==> config.mk <==
export PLATFORM = sky130hd
export DESIGN_NAME = rr_arbiter4_flat
export DESIGN_NICKNAME = d
export VERILOG_FILES = /design/src/rtl/rr_arbiter4_if.sv /design/src/rtl/rr_arbiter4.sv /design/src/flat_wrapper.sv
export SDC_FILE = /design/constraint.sdc
export NUM_CORES = 1
export LEC_CHECK = 0
export ABC_AREA = 1
export CORE_ASPECT_RATIO = 0.9
export CORE_MARGIN = 2
export CORE_UTILIZATION = 30
export DETAILED_ROUTE_END_ITERATION = 10
export PLACE_DENSITY = 0.46
export SLEW_MARGIN = 30
export SYNTH_ARGS = -nofsm -noshare
export SYNTH_HDL_FRONTEND = slang
export SYNTH_SLANG_ARGS = --single-unit
==> constraint.sdc <==
create_clock -name clk -period 3.4 [get_ports clk]
set_input_delay 0.34 -clock clk [delete_from_list [all_inputs] [get_ports clk]]
set_output_delay 0.34 -clock clk [all_outputs]
set_load 0.01 [all_outputs]
==> src/rtl/rr_arbiter4_if.sv <==
// Request/grant bundle between requesters (master) and the round-robin arbiter (slave).
interface rr_arbiter4_if;
    logic [3:0] req;
    logic [3:0] grant;
    logic [1:0] grant_idx;
    logic       grant_valid;

    modport master (
        output req,
        input  grant,
        input  grant_idx,
        input  grant_valid
    );

    modport slave (
        input  req,
        output grant,
        output grant_idx,
        output grant_valid
    );
endinterface

==> src/rtl/rr_arbiter4.sv <==
// Four-way round-robin arbiter with registered one-hot/binary grant and a
// hold limit after which a waiting requester preempts the current owner.
module rr_arbiter4 #(
    parameter int MAX_HOLD = 8
) (
    input  logic           clk,
    input  logic           rst,
    rr_arbiter4_if.slave   bus
);

    typedef enum logic {
        IDLE  = 1'b0,
        GRANT = 1'b1
    } state_t;

    // Preemption fires once hold_cnt reaches MAX_HOLD-1, i.e. after MAX_HOLD granted cycles.
    localparam bit         HOLD_EN  = (MAX_HOLD != 0);
    localparam logic [7:0] HOLD_LIM = (MAX_HOLD == 0) ? 8'd0 : 8'(MAX_HOLD - 1);

    state_t     state;
    logic [1:0] ptr;
    logic [7:0] hold_cnt;
    logic [3:0] grant_r;
    logic [1:0] idx_r;
    logic       valid_r;

    logic [3:0] others;
    logic       owner_req;
    logic       release_now;
    logic       preempt_now;
    logic [1:0] next_ptr;
    logic [3:0] win_idle;
    logic [3:0] win_release;
    logic [3:0] win_preempt;

    function automatic logic [3:0] rr_pick(input logic [3:0] r, input logic [1:0] start);
        logic [3:0] w;
        logic [1:0] j;
        w = 4'b0000;
        // Walk from the far end so the nearest requester to start overwrites last.
        for (int k = 3; k >= 0; k--) begin
            j = start + 2'(k);
            if (r[j]) begin
                w = 4'b0001 << j;
            end
        end
        return w;
    endfunction

    function automatic logic [1:0] onehot_to_idx(input logic [3:0] oh);
        logic [1:0] idx;
        case (oh)
            4'b0010: idx = 2'd1;
            4'b0100: idx = 2'd2;
            4'b1000: idx = 2'd3;
            default: idx = 2'd0;
        endcase
        return idx;
    endfunction

    function automatic logic [7:0] sat_inc(input logic [7:0] v);
        return (v == 8'hFF) ? v : v + 8'd1;
    endfunction

    always_comb begin
        others      = bus.req & ~grant_r;
        owner_req   = bus.req[idx_r];
        next_ptr    = idx_r + 2'd1;
        release_now = !owner_req;
        preempt_now = HOLD_EN && owner_req && (hold_cnt >= HOLD_LIM) && (others != 4'b0000);
        win_idle    = rr_pick(bus.req, ptr);
        win_release = rr_pick(bus.req, next_ptr);
        win_preempt = rr_pick(others, next_ptr);
    end

    always_ff @(posedge clk) begin
        if (rst) begin
            state    <= IDLE;
            ptr      <= 2'd0;
            hold_cnt <= 8'd0;
            grant_r  <= 4'b0000;
            idx_r    <= 2'd0;
            valid_r  <= 1'b0;
        end else begin
            case (state)
                IDLE: begin
                    if (bus.req != 4'b0000) begin
                        state    <= GRANT;
                        grant_r  <= win_idle;
                        idx_r    <= onehot_to_idx(win_idle);
                        valid_r  <= 1'b1;
                        hold_cnt <= 8'd0;
                    end
                end
                GRANT: begin
                    if (release_now) begin
                        ptr      <= next_ptr;
                        hold_cnt <= 8'd0;
                        if (bus.req != 4'b0000) begin
                            grant_r <= win_release;
                            idx_r   <= onehot_to_idx(win_release);
                            valid_r <= 1'b1;
                        end else begin
                            state   <= IDLE;
                            grant_r <= 4'b0000;
                            idx_r   <= 2'd0;
                            valid_r <= 1'b0;
                        end
                    end else if (preempt_now) begin
                        ptr      <= next_ptr;
                        hold_cnt <= 8'd0;
                        grant_r  <= win_preempt;
                        idx_r    <= onehot_to_idx(win_preempt);
                        valid_r  <= 1'b1;
                    end else begin
                        hold_cnt <= sat_inc(hold_cnt);
                    end
                end
                default: begin
                    state   <= IDLE;
                    grant_r <= 4'b0000;
                    idx_r   <= 2'd0;
                    valid_r <= 1'b0;
                end
            endcase
        end
    end

    assign bus.grant       = grant_r;
    assign bus.grant_idx   = idx_r;
    assign bus.grant_valid = valid_r;

endmodule

==> src/flat_wrapper.sv <==
// flat-port wrapper written by rule: the top's interface ports become plain ports
module rr_arbiter4_flat 
#(
    parameter int MAX_HOLD = 8
)
  (clk, rst, bus_req, bus_grant, bus_grant_idx, bus_grant_valid);
  rr_arbiter4_if bus_i ();
  input  logic clk;
  input  logic rst;
  input wire logic [$bits(bus_i.req)-1:0] bus_req;
  output wire logic [$bits(bus_i.grant)-1:0] bus_grant;
  output wire logic [$bits(bus_i.grant_idx)-1:0] bus_grant_idx;
  output wire logic [$bits(bus_i.grant_valid)-1:0] bus_grant_valid;
  assign bus_i.req = bus_req;
  assign bus_grant = bus_i.grant;
  assign bus_grant_idx = bus_i.grant_idx;
  assign bus_grant_valid = bus_i.grant_valid;
  rr_arbiter4 #(.MAX_HOLD(MAX_HOLD)) u_core (.clk(clk), .rst(rst), .bus(bus_i));
endmodule
Word level (Yosys, flattened, before mapping). Cells that the tools add are included.

Memories: 0. Output and inout port bits: 7. Input port bits: 6. RAM bits: 0. Bits in latches: 0. Memory bits (read-only): 0. Bits in registers: 18.

Multiplexer cells: 65. Multipliers: 0. Shifts and indexed selects: 8. Equal/unequal tests: 14. $lt $le $gt $ge: 10. Reduce and logical (&&, ||, !) cells: 7. $add $sub $neg: 8. Divide/modulo/power cells: 0. Bitwise gates (word level): 3.

Operator list (number): 4-bit 2-to-1 mux (16); 8-bit 2-to-1 mux (4); 1-bit by 2-bit left shift with 4-bit output (first input constant) (8); 2-bit by 3-bit < comparator with 1-bit output (second input constant) (9); 1-bit binary-select mux with 2-bit select (13); 1-bit 2-to-1 mux (18); 2-bit case mux with 3 select lines (3); 8-bit case mux with 2 select lines (1); 4-bit by 2-bit equality test with 1-bit output (second input constant) (3); 4-bit by 3-bit equality test with 1-bit output (second input constant) (3); 4-bit equality test (second input constant) (3); 2-bit 2-to-1 mux (6); 2-bit adder (second input constant) (4); 8-bit by 1-bit adder with 8-bit output (second input constant) (1); 8-bit equality test (second input constant) (1); 8-bit by 3-bit >= comparator with 1-bit output (second input constant) (1); 4-bit case mux with 2 select lines (1); 4-bit nonzero test (2); 2-bit by 1-bit adder with 2-bit output (second input constant) (3); 2-bit AND reduction (3); 4-bit AND (1); 4-bit != test (second input constant) (1); 4-bit inverter (1); 1-bit case mux with 2 select lines (2); other kinds (6) (7).

Longest topological paths before layout.
Depth after elaboration: 13. Mapped depth: 17. Mapped depth without buffers: 17.

Worst setup path after synthesis. No wires, ideal clock.

Path kind: register -> register. From: register u_core.idx_r[0] (netlist: u_core.bus.grant_idx[0]). To: register u_core.idx_r[1] (netlist: u_core.bus.grant_idx[1]). Slack: 1189 ps. Library setup time: 117 ps. Arrival time: 2094 ps. Cell stages (with the launch flop): 17. Data required time: 3283 ps. Path buffers: 0. Cells stage by stage: dfxtp_1 inv_2 ha_1 inv_1 nand3_1 nand2_2 clkinv_1 nand2_1 nand3_1 a21oi_2 inv_2 nand2_1 nand2_1 nand2_1 nand2_1 a21oi_1 nor2_1.

Word-level cells in the longest chain between the ends: 13. Elaborated cells between the ends (all ways): 50. Those cells by class: add/sub (4); eq/ne (7); shift (4); mux (32); reduce/logical (3).

Ends and longest elaborated chain: from (decl) (line rr_arbiter4.sv:24) `logic [1:0] idx_r;`; from (signal assigned) (line rr_arbiter4.sv:90) `idx_r <= onehot_to_idx(win_idle);`; from (signal assigned) (line rr_arbiter4.sv:101) `idx_r <= onehot_to_idx(win_release);`; from (signal assigned) (line rr_arbiter4.sv:113) `idx_r <= onehot_to_idx(win_preempt);`; 2-bit by 1-bit adder with 2-bit output (*) (line rr_arbiter4.sv:68) `next_ptr = idx_r + 2'd1;`; named net u_core.next_ptr[0] (line rr_arbiter4.sv:31) `logic [1:0] next_ptr;`; 2-bit adder (line rr_arbiter4.sv:42) `j = start + 2'(k);`; 1-bit binary-select mux with 2-bit select (line rr_arbiter4.sv:43) `if (r[j]) begin`; 1-bit 2-to-1 mux (implied by the code) (line rr_arbiter4.sv:43); 4-bit 2-to-1 mux (4 in a row) (line rr_arbiter4.sv:43); 4-bit equality test (tied with other cells) (line rr_arbiter4.sv:52) `case (oh)`; 2-bit case mux with 3 select lines (line rr_arbiter4.sv:52); 2-bit 2-to-1 mux, on equally long branches (line rr_arbiter4.sv:99, rr_arbiter4.sv:109); 2-bit 2-to-1 mux (*) (line rr_arbiter4.sv:96) `if (release_now) begin`; 2-bit case mux with 2 select lines (*) (line rr_arbiter4.sv:85) `case (state)`.

The timed path passes the listed nets; every way through them passes the cells marked *. The select of a mux whose other input is x is not followed. A chain may end at the register's enable or synchronous reset.

Final worst setup path.
From: register u_core.idx_r[1] (netlist: u_core.bus.grant_idx[1]). To: register u_core.idx_r[1] (netlist: u_core.bus.grant_idx[1]).

Word-level cells in the longest chain between the ends: 13. Elaborated cells between the ends (all ways): 50. Those cells by class: add/sub (4); eq/ne (7); shift (4); mux (32); reduce/logical (3).

Ends and longest elaborated chain (line): 2-bit by 1-bit adder with 2-bit output (rr_arbiter4.sv:68); 2-bit adder (rr_arbiter4.sv:42); 1-bit binary-select mux with 2-bit select (rr_arbiter4.sv:43); 1-bit 2-to-1 mux (implied by the code) (rr_arbiter4.sv:43); 4-bit 2-to-1 mux (4 in a row) (rr_arbiter4.sv:43); 4-bit equality test (tied with other cells) (rr_arbiter4.sv:52); 2-bit case mux with 3 select lines (rr_arbiter4.sv:52); 2-bit 2-to-1 mux, on equally long branches (rr_arbiter4.sv:99, rr_arbiter4.sv:109); 2-bit 2-to-1 mux (rr_arbiter4.sv:96); 2-bit case mux with 2 select lines (rr_arbiter4.sv:85).

Several ways; a longest one is shown, not always the timed one. The select of a mux whose other input is x is not followed.

==> metrics.txt <==
status=completed; CTS tree=built; MaxCap Viol Count=0; Seq cells post-synth=18; Most used DFF post-synth=dfxtp_1; hold_ws=about 0.48 ns; vias in the first global route=2163; Setup CP Type=flip-flop to flip-flop; CP required=approximately 3.6 ns; DRC Markers=0; HP Class=flip-flop to flip-flop; FF-to-FF End=u_core.bus.grant_idx[1]; Post-CTS Setup Repair Bufs=0; die area=around 0.0082 mm2; Synth Net Count=about 410; finished layout cell area=0.00249 mm2; max-slew violations=0; placed standard-cell area=~0.0024 mm2; Async S/R FF share, synth=0%; grt total ovfl=0; Achievable Freq=~400 MHz; final hold vios=0; Hold Startpoint=u_core.hold_cnt[4]; CORE AREA=0.00715 mm2; via count=roughly 2400; Logic pwr share=between 70% and 80%; first-pass GRT wire length=10.5 mm; initial antenna violation count=0; final setup fails=0; part of the power in registers=13.6%; ANT cells=0; area delta synth->final=11.2%; worst hold path depth=2; final worst-path cycle share=73.6%; RePlAce Congestion=between 0.9 and 1; Syn. warnings=0; DRT iter0 DRCs=about 130; CTS Buffer Depth=2; setup TNS=0 ns; Inserted Clock Buffers=3; Pleak=around 1.2 nW; Syn Inst Count=about 390; crit path capture=u_core.bus.grant_idx[1]; Setup crit start kind=flip-flop; measured slew at the worst slew-check pin=around 0.55 ns; I/O Buffers=12; VDD IR-drop max=roughly 0.27 mV; sequential area share after synthesis=between 15 and 20%; Post-synth EDFFs=0; largest net degree at the start of global routing=16; routed len/inst=approximately 13 um; R2R depth=14; router iterations before antenna repair=5; crit path DAT=2.65 ns; RSZ-0062 raised after global routing=no; final WL=roughly 6.3 mm; Synth Area per Inst=between 5 and 6 um2; Setup Skew=0.00133 ns; H-tree depth=1; CP Capture Type=flip-flop; PnR worst setup slack=about 0.90 ns; P per Cell Area=between 800 and 900 mW/mm2; Switching Power=between 0.001 and 0.0015 W; Initial Utilization=~31%; Via density=slightly below 5; share of cells above drive strength 1=between 10% and 20%; Ports=13; r2r setup slk=~0.9 ns; Cell Area, Synth=around 0.0022 mm2; # rows=29; Max FO, Critical Path=7; Distinct cells, synth=36; Final nets=approximately 420; # resized after CTS=0; clock latency on the worst-skew pair=0.25 ns; Die Height=between 80 and 90 um; CTS sink cnt=18; Clock transition at path regs=about 0.07 ns; Final min period=2.50 ns; Root Buffer Master=clkbuf_8; Sw Share=between 50% and 60%; clock power share=under 10%; Reg-to-Reg Start=u_core.bus.grant_idx[1]; DP HPWL=approximately 5 mm; gr usage total=between 10% and 20%; Critical path origin=u_core.bus.grant_idx[1]; Pint=slightly below 0.0009 W; pre-CTS WS=roughly 0.90 ns; Final ANT Viol Nets=0; Die W=95.1 um; Slew headroom=around 63%; Hold-fix buffers, CTS=0
[through the flow]
stage	power, W	utilization [%]	cells
finish	0.00209	34.9	489
global route	0.00234	34.9	489
floorplan	0.00152	-	385
detailed placement	0.00189	34.1	485
CTS	0.00208	34.9	489
global placement	0.00192	34.1	485
[logic make-up (layout without fill, tap and decap cells)]
group,after synthesis,in the layout,share of synthesized area (%)
simple gates,224,224,45.2
xor+xnor,2,2,1.12
flops,18,18,16.1
compound gates,64,64,17.7
fa+ha+maj,15,15,8.38
buf+inv,62,73,11.5
[per-layer routing]
| layer | wire, um | GRT usage [%] | share of wire, % |
|---|---|---|---|
| met4 | 70 | 3.16 | 1.1 |
| met3 | 271 | 2.20 | 4.3 |
| met2 | 2670 | 25.5 | 43 |
| met1 | 3250 | 23.1 | 52 |
| met5 | 0 | 0 | 0 |
[flip-flops by register name, summed over array words and instances, names as in the netlist]
register                flops
u_core.hold_cnt             8
u_core.state                1
u_core.bus.grant_valid      1
u_core.bus.grant_idx        2
u_core.bus.grant            4
u_core.ptr                  2
[critical path, stage by stage (launching register included)]
cell	delay, ns
dfxtp_1	0.46
inv_1	0.19
ha_1	0.33
nor2_1	0.19
inv_1	0.10
o21ai_2	0.27
nand3_1	0.15
a21oi_2	0.26
inv_2	0.06
nand2_1	0.06
nand2_1	0.05
nand2_1	0.06
nand2_1	0.06
a21oi_1	0.12
nor2_1	0.05
[layout by cell type (no fill, tap or decap)]
| cell | instances |
|---|---|
| nand2_1 | 123 |
| nor2_8 | 1 |
| or2_4 | 1 |
| o21ai_0 | 16 |
| nand4_1 | 3 |
| or2_2 | 1 |
| o22ai_1 | 1 |
| a21oi_2 | 3 |
| clkinv_1 | 1 |
| xor2_1 | 1 |
| buf_4 | 1 |
| nor2_1 | 26 |
| nand2_4 | 2 |
| a21oi_1 | 16 |
| dfxtp_1 | 18 |
| nor3_1 | 4 |
| and2_1 | 1 |
| and2_4 | 1 |
| nand3_1 | 50 |
| inv_2 | 9 |
| nand2_2 | 6 |
| inv_1 | 46 |
| o21ai_4 | 2 |
| o211ai_1 | 2 |
| ha_1 | 15 |
| xor2_2 | 1 |
| clkdlybuf4s50_1 | 12 |
| a211oi_1 | 1 |
| or2_1 | 2 |
| o211a_1 | 1 |
| o21ai_1 | 16 |
| clkbuf_8 | 4 |
| nand3_2 | 2 |
| a221oi_2 | 1 |
| nor4_4 | 1 |
| o21ai_2 | 5 |
[worst min-delay path by stage]
stage                               to  slack, ns
finish              u_core.hold_cnt[4]       0.48
global route        u_core.hold_cnt[4]       0.51
global placement    u_core.hold_cnt[4]       0.47
floorplan           u_core.hold_cnt[6]       0.41
detailed placement  u_core.hold_cnt[4]       0.48
CTS                 u_core.hold_cnt[4]       0.49
[power groups by stage]
stage | Clock [W] | Sequential, W | Combinational, W
detailed placement | 0 | 0.000289 | 0.00160
global placement | 0 | 0.000289 | 0.00163
finish | 0.000178 | 0.000284 | 0.00162
CTS | 0.000182 | 0.000284 | 0.00161
global route | 0.000190 | 0.000288 | 0.00186
floorplan | 0 | 0.000295 | 0.00123
[synth_stat cells, drive strengths merged, types with 2 or more instances]
| library cell | instances | area share (%) |
|---|---|---|
| o21ai | 39 | 11 |
| a21oi | 19 | 4.7 |
| buf | 6 | 2.1 |
| nand4 | 3 | 0.84 |
| and2 | 2 | 0.67 |
| nand3 | 52 | 12 |
| nor2 | 27 | 5.3 |
| nand2 | 131 | 23 |
| o211ai | 2 | 0.67 |
| or2 | 4 | 1.2 |
| nor3 | 4 | 0.89 |
| ha | 15 | 8.4 |
| xor2 | 2 | 1.1 |
| dfxtp | 18 | 16 |
| inv | 55 | 9.2 |
[area by class of cell]
type	count	area [um2]
fillers	784	4660
multi-input cells	305	1620
flip-flops and latches	18	360
inverters	56	210
repair buffers	13	128
well taps	93	116
clock buffers	4	55.1
No activity file was read; power rests on OpenSTA's default activity.
